[src/rtl/dual_core_mem_arbiter_pkg.sv]
// Shared constants and types for the dual-core BRAM arbiter.
package arbiter_pkg;

  localparam int CORE0 = 0;
  localparam int CORE1 = 1;

  localparam int DEF_NUM_CORES        = 2;
  localparam int DEF_DATA_WIDTH       = 32;
  localparam int DEF_ADDRESS_BITS     = 32;
  localparam int DEF_MEM_ADDRESS_BITS = 14;
  localparam int STALL_WIDTH          = 32;

  localparam logic [STALL_WIDTH-1:0] STALL_MAX = 32'hFFFF_FFFF;

  typedef enum logic {
    GRANT_CORE0 = 1'b0,
    GRANT_CORE1 = 1'b1
  } core_id_e;

  function automatic logic [STALL_WIDTH-1:0] sat_inc(input logic [STALL_WIDTH-1:0] v);
    return (v == STALL_MAX) ? v : v + 1'b1;
  endfunction

endpackage

[src/rtl/dual_core_mem_arbiter_if.sv]
// Core request/response bus plus BRAM port, shared by the arbiter and its environment.
interface dual_core_mem_arbiter_if #(
  parameter int NUM_CORES        = arbiter_pkg::DEF_NUM_CORES,
  parameter int DATA_WIDTH       = arbiter_pkg::DEF_DATA_WIDTH,
  parameter int ADDRESS_BITS     = arbiter_pkg::DEF_ADDRESS_BITS,
  parameter int MEM_ADDRESS_BITS = arbiter_pkg::DEF_MEM_ADDRESS_BITS
);
  logic [NUM_CORES-1:0]                          req_valid;
  logic [NUM_CORES-1:0]                          req_write;
  logic [NUM_CORES*ADDRESS_BITS-1:0]             req_address;
  logic [NUM_CORES*DATA_WIDTH-1:0]               req_data;
  logic [NUM_CORES-1:0]                          req_ready;
  logic [NUM_CORES-1:0]                          rsp_valid;
  logic [NUM_CORES*DATA_WIDTH-1:0]               rsp_data;
  logic [NUM_CORES*arbiter_pkg::STALL_WIDTH-1:0] stall_count;
  logic                                          mem_en;
  logic                                          mem_we;
  logic [MEM_ADDRESS_BITS-1:0]                   mem_address;
  logic [DATA_WIDTH-1:0]                         mem_wdata;
  logic [DATA_WIDTH-1:0]                         mem_rdata;

  modport slave (
    input  req_valid, req_write, req_address, req_data, mem_rdata,
    output req_ready, rsp_valid, rsp_data, stall_count,
           mem_en, mem_we, mem_address, mem_wdata
  );

  modport master (
    output req_valid, req_write, req_address, req_data, mem_rdata,
    input  req_ready, rsp_valid, rsp_data, stall_count,
           mem_en, mem_we, mem_address, mem_wdata
  );
endinterface

[src/rtl/dual_core_mem_arbiter_rr_arbiter2.sv]
// Two-requester round-robin arbiter; last_grant only moves on an actual grant.
module rr_arbiter2
  import arbiter_pkg::*;
(
  input  logic       clock,
  input  logic       reset,
  input  logic [1:0] valid_i,
  output logic [1:0] grant_o
);
  core_id_e last_grant_q, last_grant_d;

  always_comb begin
    grant_o      = 2'b00;
    last_grant_d = last_grant_q;
    if (!reset) begin
      case (valid_i)
        2'b01:   grant_o = 2'b01;
        2'b10:   grant_o = 2'b10;
        2'b11:   grant_o = (last_grant_q == GRANT_CORE1) ? 2'b01 : 2'b10;
        default: grant_o = 2'b00;
      endcase
    end
    if (grant_o[CORE1])      last_grant_d = GRANT_CORE1;
    else if (grant_o[CORE0]) last_grant_d = GRANT_CORE0;
  end

  // Reset to core 1 so that core 0 wins the first contention.
  always_ff @(posedge clock) begin
    if (reset) last_grant_q <= GRANT_CORE1;
    else       last_grant_q <= last_grant_d;
  end
endmodule

[src/rtl/dual_core_mem_arbiter.sv]
// Shares one single-port BRAM between two cores: one access per cycle, response one cycle later.
module dual_core_mem_arbiter
  import arbiter_pkg::*;
#(
  parameter int NUM_CORES        = DEF_NUM_CORES,
  parameter int DATA_WIDTH       = DEF_DATA_WIDTH,
  parameter int ADDRESS_BITS     = DEF_ADDRESS_BITS,
  parameter int MEM_ADDRESS_BITS = DEF_MEM_ADDRESS_BITS
) (
  input logic clock,
  input logic reset,
  dual_core_mem_arbiter_if.slave bus
);
  logic [1:0]              grant;
  logic                    win_idx;
  logic [ADDRESS_BITS-1:0] win_addr;
  logic                    rsp_pending_q, rsp_pending_d;
  logic                    rsp_core_q, rsp_core_d;
  logic                    rsp_is_write_q, rsp_is_write_d;
  logic                    unused_addr_bits;

  rr_arbiter2 u_rr (
    .clock  (clock),
    .reset  (reset),
    .valid_i(bus.req_valid[1:0]),
    .grant_o(grant)
  );

  assign bus.req_ready = grant;
  assign win_idx       = grant[CORE1];
  assign win_addr      = win_idx ? bus.req_address[ADDRESS_BITS +: ADDRESS_BITS]
                                 : bus.req_address[0 +: ADDRESS_BITS];
  // Byte offset and bits above the BRAM range are dropped, so addresses wrap.
  assign unused_addr_bits = ^{win_addr[ADDRESS_BITS-1:MEM_ADDRESS_BITS+2], win_addr[1:0]};

  always_comb begin
    bus.mem_en      = 1'b0;
    bus.mem_we      = 1'b0;
    bus.mem_address = '0;
    bus.mem_wdata   = '0;
    if (|grant) begin
      bus.mem_en      = 1'b1;
      bus.mem_we      = bus.req_write[win_idx];
      bus.mem_address = win_addr[MEM_ADDRESS_BITS+1:2];
      bus.mem_wdata   = win_idx ? bus.req_data[DATA_WIDTH +: DATA_WIDTH]
                                : bus.req_data[0 +: DATA_WIDTH];
    end
  end

  always_comb begin
    rsp_pending_d  = |grant;
    rsp_core_d     = rsp_core_q;
    rsp_is_write_d = rsp_is_write_q;
    if (|grant) begin
      rsp_core_d     = win_idx;
      rsp_is_write_d = bus.req_write[win_idx];
    end
  end

  always_ff @(posedge clock) begin
    if (reset) begin
      rsp_pending_q  <= 1'b0;
      rsp_core_q     <= 1'b0;
      rsp_is_write_q <= 1'b0;
    end else begin
      rsp_pending_q  <= rsp_pending_d;
      rsp_core_q     <= rsp_core_d;
      rsp_is_write_q <= rsp_is_write_d;
    end
  end

  for (genvar gi = 0; gi < NUM_CORES; gi++) begin : g_core
    logic [STALL_WIDTH-1:0] stall_q, stall_d;
    logic                   slot_hit;

    assign slot_hit = rsp_pending_q && (rsp_core_q == 1'(gi));
    assign bus.rsp_valid[gi] = slot_hit;
    // Write acks carry zero data; only reads forward the BRAM output.
    assign bus.rsp_data[gi*DATA_WIDTH +: DATA_WIDTH] =
      (slot_hit && !rsp_is_write_q) ? bus.mem_rdata : '0;

    always_comb begin
      stall_d = stall_q;
      if (bus.req_valid[gi] && !grant[gi]) stall_d = sat_inc(stall_q);
    end

    always_ff @(posedge clock) begin
      if (reset) stall_q <= '0;
      else       stall_q <= stall_d;
    end

    assign bus.stall_count[gi*STALL_WIDTH +: STALL_WIDTH] = stall_q;
  end
endmodule

[src/flat_wrapper.sv]
// flat-port wrapper written by rule: the top's interface ports become plain ports
module dual_core_mem_arbiter_flat import arbiter_pkg::*;
#(
  parameter int NUM_CORES        = DEF_NUM_CORES,
  parameter int DATA_WIDTH       = DEF_DATA_WIDTH,
  parameter int ADDRESS_BITS     = DEF_ADDRESS_BITS,
  parameter int MEM_ADDRESS_BITS = DEF_MEM_ADDRESS_BITS
)
  (clock, reset, bus_req_valid, bus_req_write, bus_req_address, bus_req_data, bus_mem_rdata, bus_req_ready, bus_rsp_valid, bus_rsp_data, bus_stall_count, bus_mem_en, bus_mem_we, bus_mem_address, bus_mem_wdata);
  dual_core_mem_arbiter_if #(.NUM_CORES(NUM_CORES), .DATA_WIDTH(DATA_WIDTH), .ADDRESS_BITS(ADDRESS_BITS), .MEM_ADDRESS_BITS(MEM_ADDRESS_BITS)) bus_i ();
  input logic clock;
  input logic reset;
  input wire logic [$bits(bus_i.req_valid)-1:0] bus_req_valid;
  input wire logic [$bits(bus_i.req_write)-1:0] bus_req_write;
  input wire logic [$bits(bus_i.req_address)-1:0] bus_req_address;
  input wire logic [$bits(bus_i.req_data)-1:0] bus_req_data;
  input wire logic [$bits(bus_i.mem_rdata)-1:0] bus_mem_rdata;
  output wire logic [$bits(bus_i.req_ready)-1:0] bus_req_ready;
  output wire logic [$bits(bus_i.rsp_valid)-1:0] bus_rsp_valid;
  output wire logic [$bits(bus_i.rsp_data)-1:0] bus_rsp_data;
  output wire logic [$bits(bus_i.stall_count)-1:0] bus_stall_count;
  output wire logic [$bits(bus_i.mem_en)-1:0] bus_mem_en;
  output wire logic [$bits(bus_i.mem_we)-1:0] bus_mem_we;
  output wire logic [$bits(bus_i.mem_address)-1:0] bus_mem_address;
  output wire logic [$bits(bus_i.mem_wdata)-1:0] bus_mem_wdata;
  assign bus_i.req_valid = bus_req_valid;
  assign bus_i.req_write = bus_req_write;
  assign bus_i.req_address = bus_req_address;
  assign bus_i.req_data = bus_req_data;
  assign bus_i.mem_rdata = bus_mem_rdata;
  assign bus_req_ready = bus_i.req_ready;
  assign bus_rsp_valid = bus_i.rsp_valid;
  assign bus_rsp_data = bus_i.rsp_data;
  assign bus_stall_count = bus_i.stall_count;
  assign bus_mem_en = bus_i.mem_en;
  assign bus_mem_we = bus_i.mem_we;
  assign bus_mem_address = bus_i.mem_address;
  assign bus_mem_wdata = bus_i.mem_wdata;
  dual_core_mem_arbiter #(.NUM_CORES(NUM_CORES), .DATA_WIDTH(DATA_WIDTH), .ADDRESS_BITS(ADDRESS_BITS), .MEM_ADDRESS_BITS(MEM_ADDRESS_BITS)) u_core (.clock(clock), .reset(reset), .bus(bus_i));
endmodule
[config.mk]
export PLATFORM = sky130hd
export DESIGN_NAME = dual_core_mem_arbiter_flat
export DESIGN_NICKNAME = d
export VERILOG_FILES = /design/src/rtl/dual_core_mem_arbiter_pkg.sv /design/src/rtl/dual_core_mem_arbiter_if.sv /design/src/rtl/dual_core_mem_arbiter_rr_arbiter2.sv /design/src/rtl/dual_core_mem_arbiter.sv /design/src/flat_wrapper.sv
export SDC_FILE = /design/constraint.sdc
export NUM_CORES = 1
export LEC_CHECK = 0
export ABC_AREA = 1
export CAP_MARGIN = 20
export CORE_AREA = 2 2 136 138
export DETAILED_ROUTE_END_ITERATION = 8
export DIE_AREA = 0 0 138 140
export PLACE_DENSITY = 0.67
export SYNTH_ARGS = -nofsm -noshare
export SYNTH_HDL_FRONTEND = slang
export SYNTH_SLANG_ARGS = --single-unit
[constraint.sdc]
create_clock -name clock -period 4.1 [get_ports clock]
set_input_delay 0.615 -clock clock [delete_from_list [all_inputs] [get_ports clock]]
set_output_delay 0.615 -clock clock [all_outputs]
set_load 0.03 [all_outputs]
==> key figures, run 1 <==
Run status
  – Status: finished clean

GRT
  – Antenna violations before repair: 0
  – GRT Total Usage: 21.5%
  – GR Overflow Total: 0
  – Vias in the first global route: 6,340
  – First-pass GRT wire length: 33.7 mm
  – Largest net degree at the start of global routing: 60

Logic synthesis
  – Post-synthesis sequential area ratio: 26.1%
  – EDFF count, synth: 0
  – Synth top area share: 26.1%
  – Top_reg_cell synth: dfxtp_1
  – Ys Warns: 0
  – Syn_nets: 1,117
  – Leading area contributor after synthesis: dfxtp_1
  – Mapped Area: 0.00521 mm^2
  – Fraction of registers with async set/reset: 0%
  – FF+latch count, synth: 68
  – Count leader, synth: nand2_1
  – Largest cells by area after synthesis: dfxtp_1, nand2_1, nor2_1, a21oi_1, inv_1
  – Post-Synthesis Cells: 949
  – Synth cell types: 32
  – Post-Syn Area per Cell: 5.49 um^2
  – Top post-synthesis cells by count: nand2_1, nor2_1, inv_1, a21oi_1, dfxtp_1

Min path
  – Hold Crit Depth: 1
  – Hold Path Class: reg -> reg

Drt
  – Vias/cell: 4.65
  – WL final: 21.9 mm
  – Drt wl/cell: 14.9 um
  – TritonRoute pass-1 iters: 5
  – Routed vias: 6,833
  – Drc violations: 0
  – DR iter-0 viols: 378
  – DRT antenna net count: 0

CTS
  – Clock buffer depth: 2
  – Skew-Pair Late Insertion Delay: 340 ps
  – Clock Root Buffer: clkbuf_16
  – CTS-repair resized insts: 0
  – Post-CTS setup buffers: 0
  – CTS Buf Count: 9
  – CTS sink cnt: 68
  – Hold-fix buffers, CTS: 0
  – Clock slew seen by the registers of the worst setup and hold paths: 60 ps
  – CTS H-tree depth: 3
  – CTS tree: done

Setup path
  – Worst path slowest cell: clkdlybuf4s50_1
  – Worst path max stage delay: 530 ps
  – Cell Chain, Critical Path: clkdlybuf4s50_1, nor2_1, nor2_1, inv_1, buf_4, buf_4, a21oi_1, buf_4
  – Crit Path Category: in -> out
  – Buf+Inv Stages, Crit Path: 5
  – CP Launch Type: input port
  – Most used cell, CP: buf_4
  – FF-to-FF path depth: 10
  – Critical path required time: 3480 ps
  – Arr. time, crit path: 2550 ps
  – Largest delay share family, worst path: buffers and inverters
  – Crit path depth: 8
  – Critical path endpoint category: primary output
  – Worst-path fanout max: 35

STA
  – Max Clock Skew: 8.33 ps
  – Final worst slack: 931 ps
  – Setup TNS: 0 ps
  – Min Tclk post-route: 3170 ps
  – Crit share post-route: 77.3%
  – Worst-Margin Slew: 1040 ps
  – Setup violators final: 0
  – Final Hold Fails: 0
  – FMAX: 0.316 GHz
  – Unrepaired setup endpoints after global routing: false
  – Final Max Slew Viols: 0
  – Worst slew margin: 30.4%

Placement
  – Routability Congestion: 0.949
  – DP Wirelength: 17.4 mm
  – Buffers on Ports: 309
  – Place WS: 821 ps
  – Placed Area: 0.00833 mm^2

Floorplan
  – DIE AREA: 0.0193 mm^2
  – Initial core utilization: 29.3%
  – Die W: 138 um
  – CORE AREA: 0.0178 mm^2
  – IO Count: 346
  – Core Rows: 49
  – Die height: 140 um

Power and ir drop
  – VDD IR max: 0.176 mV
  – PwrDens: 239 mW/mm^2
  – Leak: 3.54 nW

Final layout
  – Final Cell Area: 0.00869 mm^2
  – Layout cells sized above 1: 8.86%
  – Antenna Cells: 0
  – P&R area growth vs syn: 67.0%
  – Net count, final: 1,405

Job
  – Max-Cap Viols: 0
## layout make-up
cell class / count / area, um^2
Clock buffer: 11 / 253
Clock inverter: 5 / 83.8
Fill cell: 1831 / 9090
Inverter: 97 / 364
Multi-Input combinational cell: 744 / 3260
Sequential cell: 68 / 1360
Tap cell: 229 / 287
Timing Repair Buffer: 317 / 3090
## kinds of logic after synthesis
| kind of cell | after synthesis | synth area share [%] |
|---|---|---|
| AND/OR/NAND/NOR | 631 | 50.5 |
| buffers and inverters | 137 | 11.4 |
| AO/OA/AOI/OAI | 107 | 10.8 |
| flip-flops | 68 | 26.1 |
| XOR/XNOR | 4 | 0.673 |
| adder cells (fa/ha/maj) | 2 | 0.481 |
## worst paths after layout
| path | from | to | slack [ps] |
|---|---|---|---|
| hold / removal | u_core.u_rr.last_grant_q | u_core.u_rr.last_grant_q | 460 |
| setup reg to reg | u_core.g_core[1].stall_q[0] | u_core.g_core[1].stall_q[1] | 1750 |
| setup / recovery | bus_req_valid[1] | bus_mem_wdata[13] | 930 |
| hold reg to reg | u_core.u_rr.last_grant_q | u_core.u_rr.last_grant_q | 460 |
## power breakdown
group	internal [W]	switching (W)	total, W	leakage, nW
sequential	0.000667	0.00000546	0.000672	0.549
combinational	0.000241	0.000285	0.000526	2.83
clock	0.000567	0.000312	0.000879	0.158
total	0.00147	0.000603	0.00208	3.54
## flip-flops by register name (all words and copies together), names as in the netlist
name                      flops
u_core.rsp_pending_q          1
u_core.rsp_is_write_q         1
u_core.rsp_core_q             1
u_core.u_rr.last_grant_q      1
u_core.g_core.stall_q        64
## layout by cell type (no fill, tap or decap)
cell type and n:
a21boi_4 1, nor2_1 235, buf_4 53, nand2_2 8
buf_16 1, inv_2 4, clkbuf_16 9, a21oi_1 90
o21ai_1 4, nor2_2 10, o211ai_1 1, or2_2 1
o21a_1 1, clkdlybuf4s50_1 260, buf_12 3, a21o_1 1
bufinv_16 2, nand3_1 61, nand2_1 280, dfxtp_1 68
a31oi_1 3, inv_1 93, o21ai_0 6, clkinv_4 1
and2_1 1, clkbuf_8 2, xor2_1 2, nand4_1 12
nor3_1 6, nand2_4 2, nand3b_1 4, nor2_4 3
clkinvlp_4 2, nand3_2 8, ha_1 2, xnor2_1 2
## per-stage QoR
step	hold WS (ps)	util, %	instances	power (W)
after floorplan	426	-	949	0.000939
after global placement	433	46.8	1454	0.00121
after detailed placement	443	46.8	1454	0.00121
after CTS	457	48.7	1470	0.00209
after global routing	489	48.9	1471	0.00216
final	456	48.9	1471	0.00208
## routing by layer
| layer | GRT usage, % | routed length (um) |
|---|---|---|
| met1 | 25.5 | 8810 |
| met2 | 37.5 | 10800 |
| met3 | 3.93 | 1310 |
| met4 | 10.7 | 967 |
| met5 | 0 | 0 |
## worst register-to-register path: cells and delay by family, from the launching register on
kind	cells	cell delay, ps
AND/OR/NAND/NOR	8	1570
flip-flops	1	400
adder cells (fa/ha/maj)	1	240
buffers and inverters	1	50
Power figures use the tool's default switching activity.
==> run 2, diff against run 1 <==
Settings changed: CORE_AREA 2 2 136 138 to 2 2 133 135, DIE_AREA 0 0 138 140 to 0 0 135 137, PLACE_DENSITY 0.67 to 0.72.
Clock period 4.1 ns to 2.7 ns, I/O delays scaled along.
==> key figures, run 2 (synthesized netlist as in run 1, its figures left out) <==
Run status
  – Status: finished clean (unchanged)

CTS
  – CTS H-tree depth: 3 (unchanged)
  – CTS tree: done (unchanged)
  – CTS sink cnt: 68 (unchanged)
  – Skew-Pair Late Insertion Delay: 330 ps (was 340 ps)
  – CTS Buf Count: 9 (unchanged)
  – Post-CTS setup buffers: 0 (unchanged)
  – Hold-fix buffers, CTS: 0 (unchanged)
  – CTS-repair resized insts: 0 (unchanged)
  – Clock Root Buffer: clkbuf_16 (unchanged)
  – Clock buffer depth: 2 (unchanged)
  – Clock slew seen by the registers of the worst setup and hold paths: 60 ps (about the same)

Floorplan
  – Die W: 135 um (was 138 um)
  – Core Rows: 48 (was 49)
  – CORE AREA: 0.0171 mm^2 (was 0.0178 mm^2)
  – Initial core utilization: 30.5% (was 29.3%)
  – IO Count: 346 (unchanged)
  – Die height: 137 um (was 140 um)
  – DIE AREA: 0.0185 mm^2 (was 0.0193 mm^2)

GRT
  – First-pass GRT wire length: 31.7 mm (was 33.7 mm)
  – Largest net degree at the start of global routing: 57 (was 60)
  – Vias in the first global route: 6,021 (was 6,340)
  – Antenna violations before repair: 1 (was 0)
  – GR Overflow Total: 0 (unchanged)
  – GRT Total Usage: 21.3% (was 21.5%)

Final layout
  – Layout cells sized above 1: 9.54% (was 8.86%)
  – Most common cell after layout, fill and taps aside: nand2_1 (unchanged)
  – Largest register FFs: 64 (unchanged)
  – Most frequent cells in the layout: nand2_1, clkdlybuf4s50_1, nor2_1 (unchanged)
  – Most flops, register: u_core.g_core.stall_q (unchanged)
  – Final Cell Area: 0.00871 mm^2 (was 0.00869 mm^2)
  – Net count, final: 1,411 (was 1,405)
  – P&R area growth vs syn: 67.3% (was 67.0%)

STA
  – Final Hold Fails: 0 (unchanged)
  – Setup violators final: 0 (unchanged)
  – Min Tclk post-route: 2510 ps
  – FMAX: 0.399 GHz
  – Worst-Margin Slew: 625 ps (was 1040 ps)
  – Setup TNS: 0 ps (unchanged)
  – Crit share post-route: 92.8%
  – Final Max Slew Viols: 0 (unchanged)
  – Unrepaired setup endpoints after global routing: false (unchanged)
  – Worst slew margin: 58.3% (was 30.4%)
  – Max Clock Skew: 4.86 ps (was 8.33 ps)

Power and ir drop
  – Net Switching: 0.000915 W (was 0.000603 W)
  – Pint: 0.00210 W (was 0.00147 W)
  – PwrDens: 347 mW/mm^2 (was 239 mW/mm^2)
  – Switch share: 30.3% (was 29.0%)
  – VDD IR max: 0.319 mV (was 0.176 mV)
  – Gate power share: 26.6% (was 25.3%)
  – Share of power burned in the clock network: 39.6% (was 42.3%)
  – Leak: 3.55 nW (was 3.54 nW)
  – Sequential group share of total power: 33.8% (was 32.4%)

Setup path
  – Critical path required time: 2300 ps (was 3480 ps)
  – Worst path slowest cell: clkdlybuf4s50_1 (unchanged)
  – CP Launch Type: input port (unchanged)
  – Arr. time, crit path: 2100 ps (was 2550 ps)
  – Worst-path fanout max: 25 (was 35)
  – Most used cell, CP: buf_4 (unchanged)
  – Cell Chain, Critical Path: clkdlybuf4s50_1, inv_2, nand3_2, inv_1, buf_4, nand2_1, a21oi_1, buf_4 (was clkdlybuf4s50_1, nor2_1, nor2_1, inv_1, buf_4, buf_4, a21oi_1, buf_4)
  – Crit Path Category: in -> out (unchanged)
  – Critical path endpoint category: primary output (unchanged)
  – Worst path max stage delay: 500 ps (was 530 ps)

Drt
  – Drt wl/cell: 14.5 um (was 14.9 um)
  – Routed vias: 6,958 (was 6,833)
  – TritonRoute pass-1 iters: 7 (was 5)
  – WL final: 21.4 mm (was 21.9 mm)
  – Drc violations: 0 (unchanged)
  – DRT antenna net count: 0 (unchanged)
  – Vias/cell: 4.72 (was 4.65)
  – DR iter-0 viols: 416 (was 378)

Placement
  – Buffers on Ports: 309 (unchanged)
  – Placed Area: 0.00841 mm^2 (was 0.00833 mm^2)
  – Routability Congestion: 0.921 (was 0.949)
  – DP Wirelength: 16.9 mm (was 17.4 mm)

Min path
  – Hold Path Class: reg -> reg (unchanged)

Job
  – Max-Cap Viols: 0 (unchanged)
[run 2: cell count changes in the layout (fill, tap and decap cells not counted), sizes merged]
cell / change
buf: +9
diode: +1
clkinvlp: +1
clkdlybuf4s50: -3
bufinv: -1
inv: +2
clkbuf: -2
[run 2: routing by layer]
layer | GRT usage (%) | wire, um
met2 | 36.6 | 10400
met5 | 0 | 0
met3 | 5.15 | 1690
met4 | 8.04 | 701
met1 | 25.9 | 8690
[run 2: power groups by stage]
stage                     combinational [W]  clock (W)  sequential [W]
after floorplan                    0.000375          0         0.00105
after global placement             0.000799          0         0.00104
after detailed placement           0.000804          0         0.00104
after CTS                          0.000806    0.00122         0.00102
after global routing               0.000853    0.00127         0.00102
final                              0.000802    0.00119         0.00102
[run 2: final timing paths]
| kind | depth (start not counted) | slack (ps) | end | start |
|---|---|---|---|---|
| min reg2reg | 1 | 460 | u_core.u_rr.last_grant_q | u_core.u_rr.last_grant_q |
| max | 8 | 190 | bus_mem_wdata[30] | reset |
| max reg2reg | 11 | 580 | u_core.g_core[1].stall_q[0] | u_core.g_core[1].stall_q[0] |
| min | 1 | 460 | u_core.u_rr.last_grant_q | u_core.u_rr.last_grant_q |
[run 2: layout make-up]
class,instances,area (um^2)
flip-flops and latches,68,1360
multi-input cells,744,3260
well taps,225,282
repair buffers,323,3140
fillers,1681,8350
inverters,97,364
clock inverters,7,75.1
diodes,1,2.50
clock buffers,9,225
[run 2: worst max-delay path, delay by kind of cell]
family / cells / cell delay [ps]
AOI/OAI and AO/OA: 1 / 220
buffers and inverters: 5 / 1260
and+or+nand+nor: 2 / 200
[run 2: metrics by stage]
stage	setup WS [ps]	hold slack (ps)	instances	utilization (%)	power [W]
after detailed placement	203	446	1457	49.3	0.00185
after global routing	68.3	475	1473	51.0	0.00314
after floorplan	409	426	949	-	0.00143
after CTS	188	460	1473	51.0	0.00305
after global placement	212	435	1457	49.3	0.00184
final	193	457	1474	51.1	0.00302
==> run 3, diff against run 2 <==
Settings changed: ABC_CLOCK_PERIOD_IN_PS set to 2700.
==> results of run 3 <==
The final DEF is identical to that of run 2; final timing and power are the same.
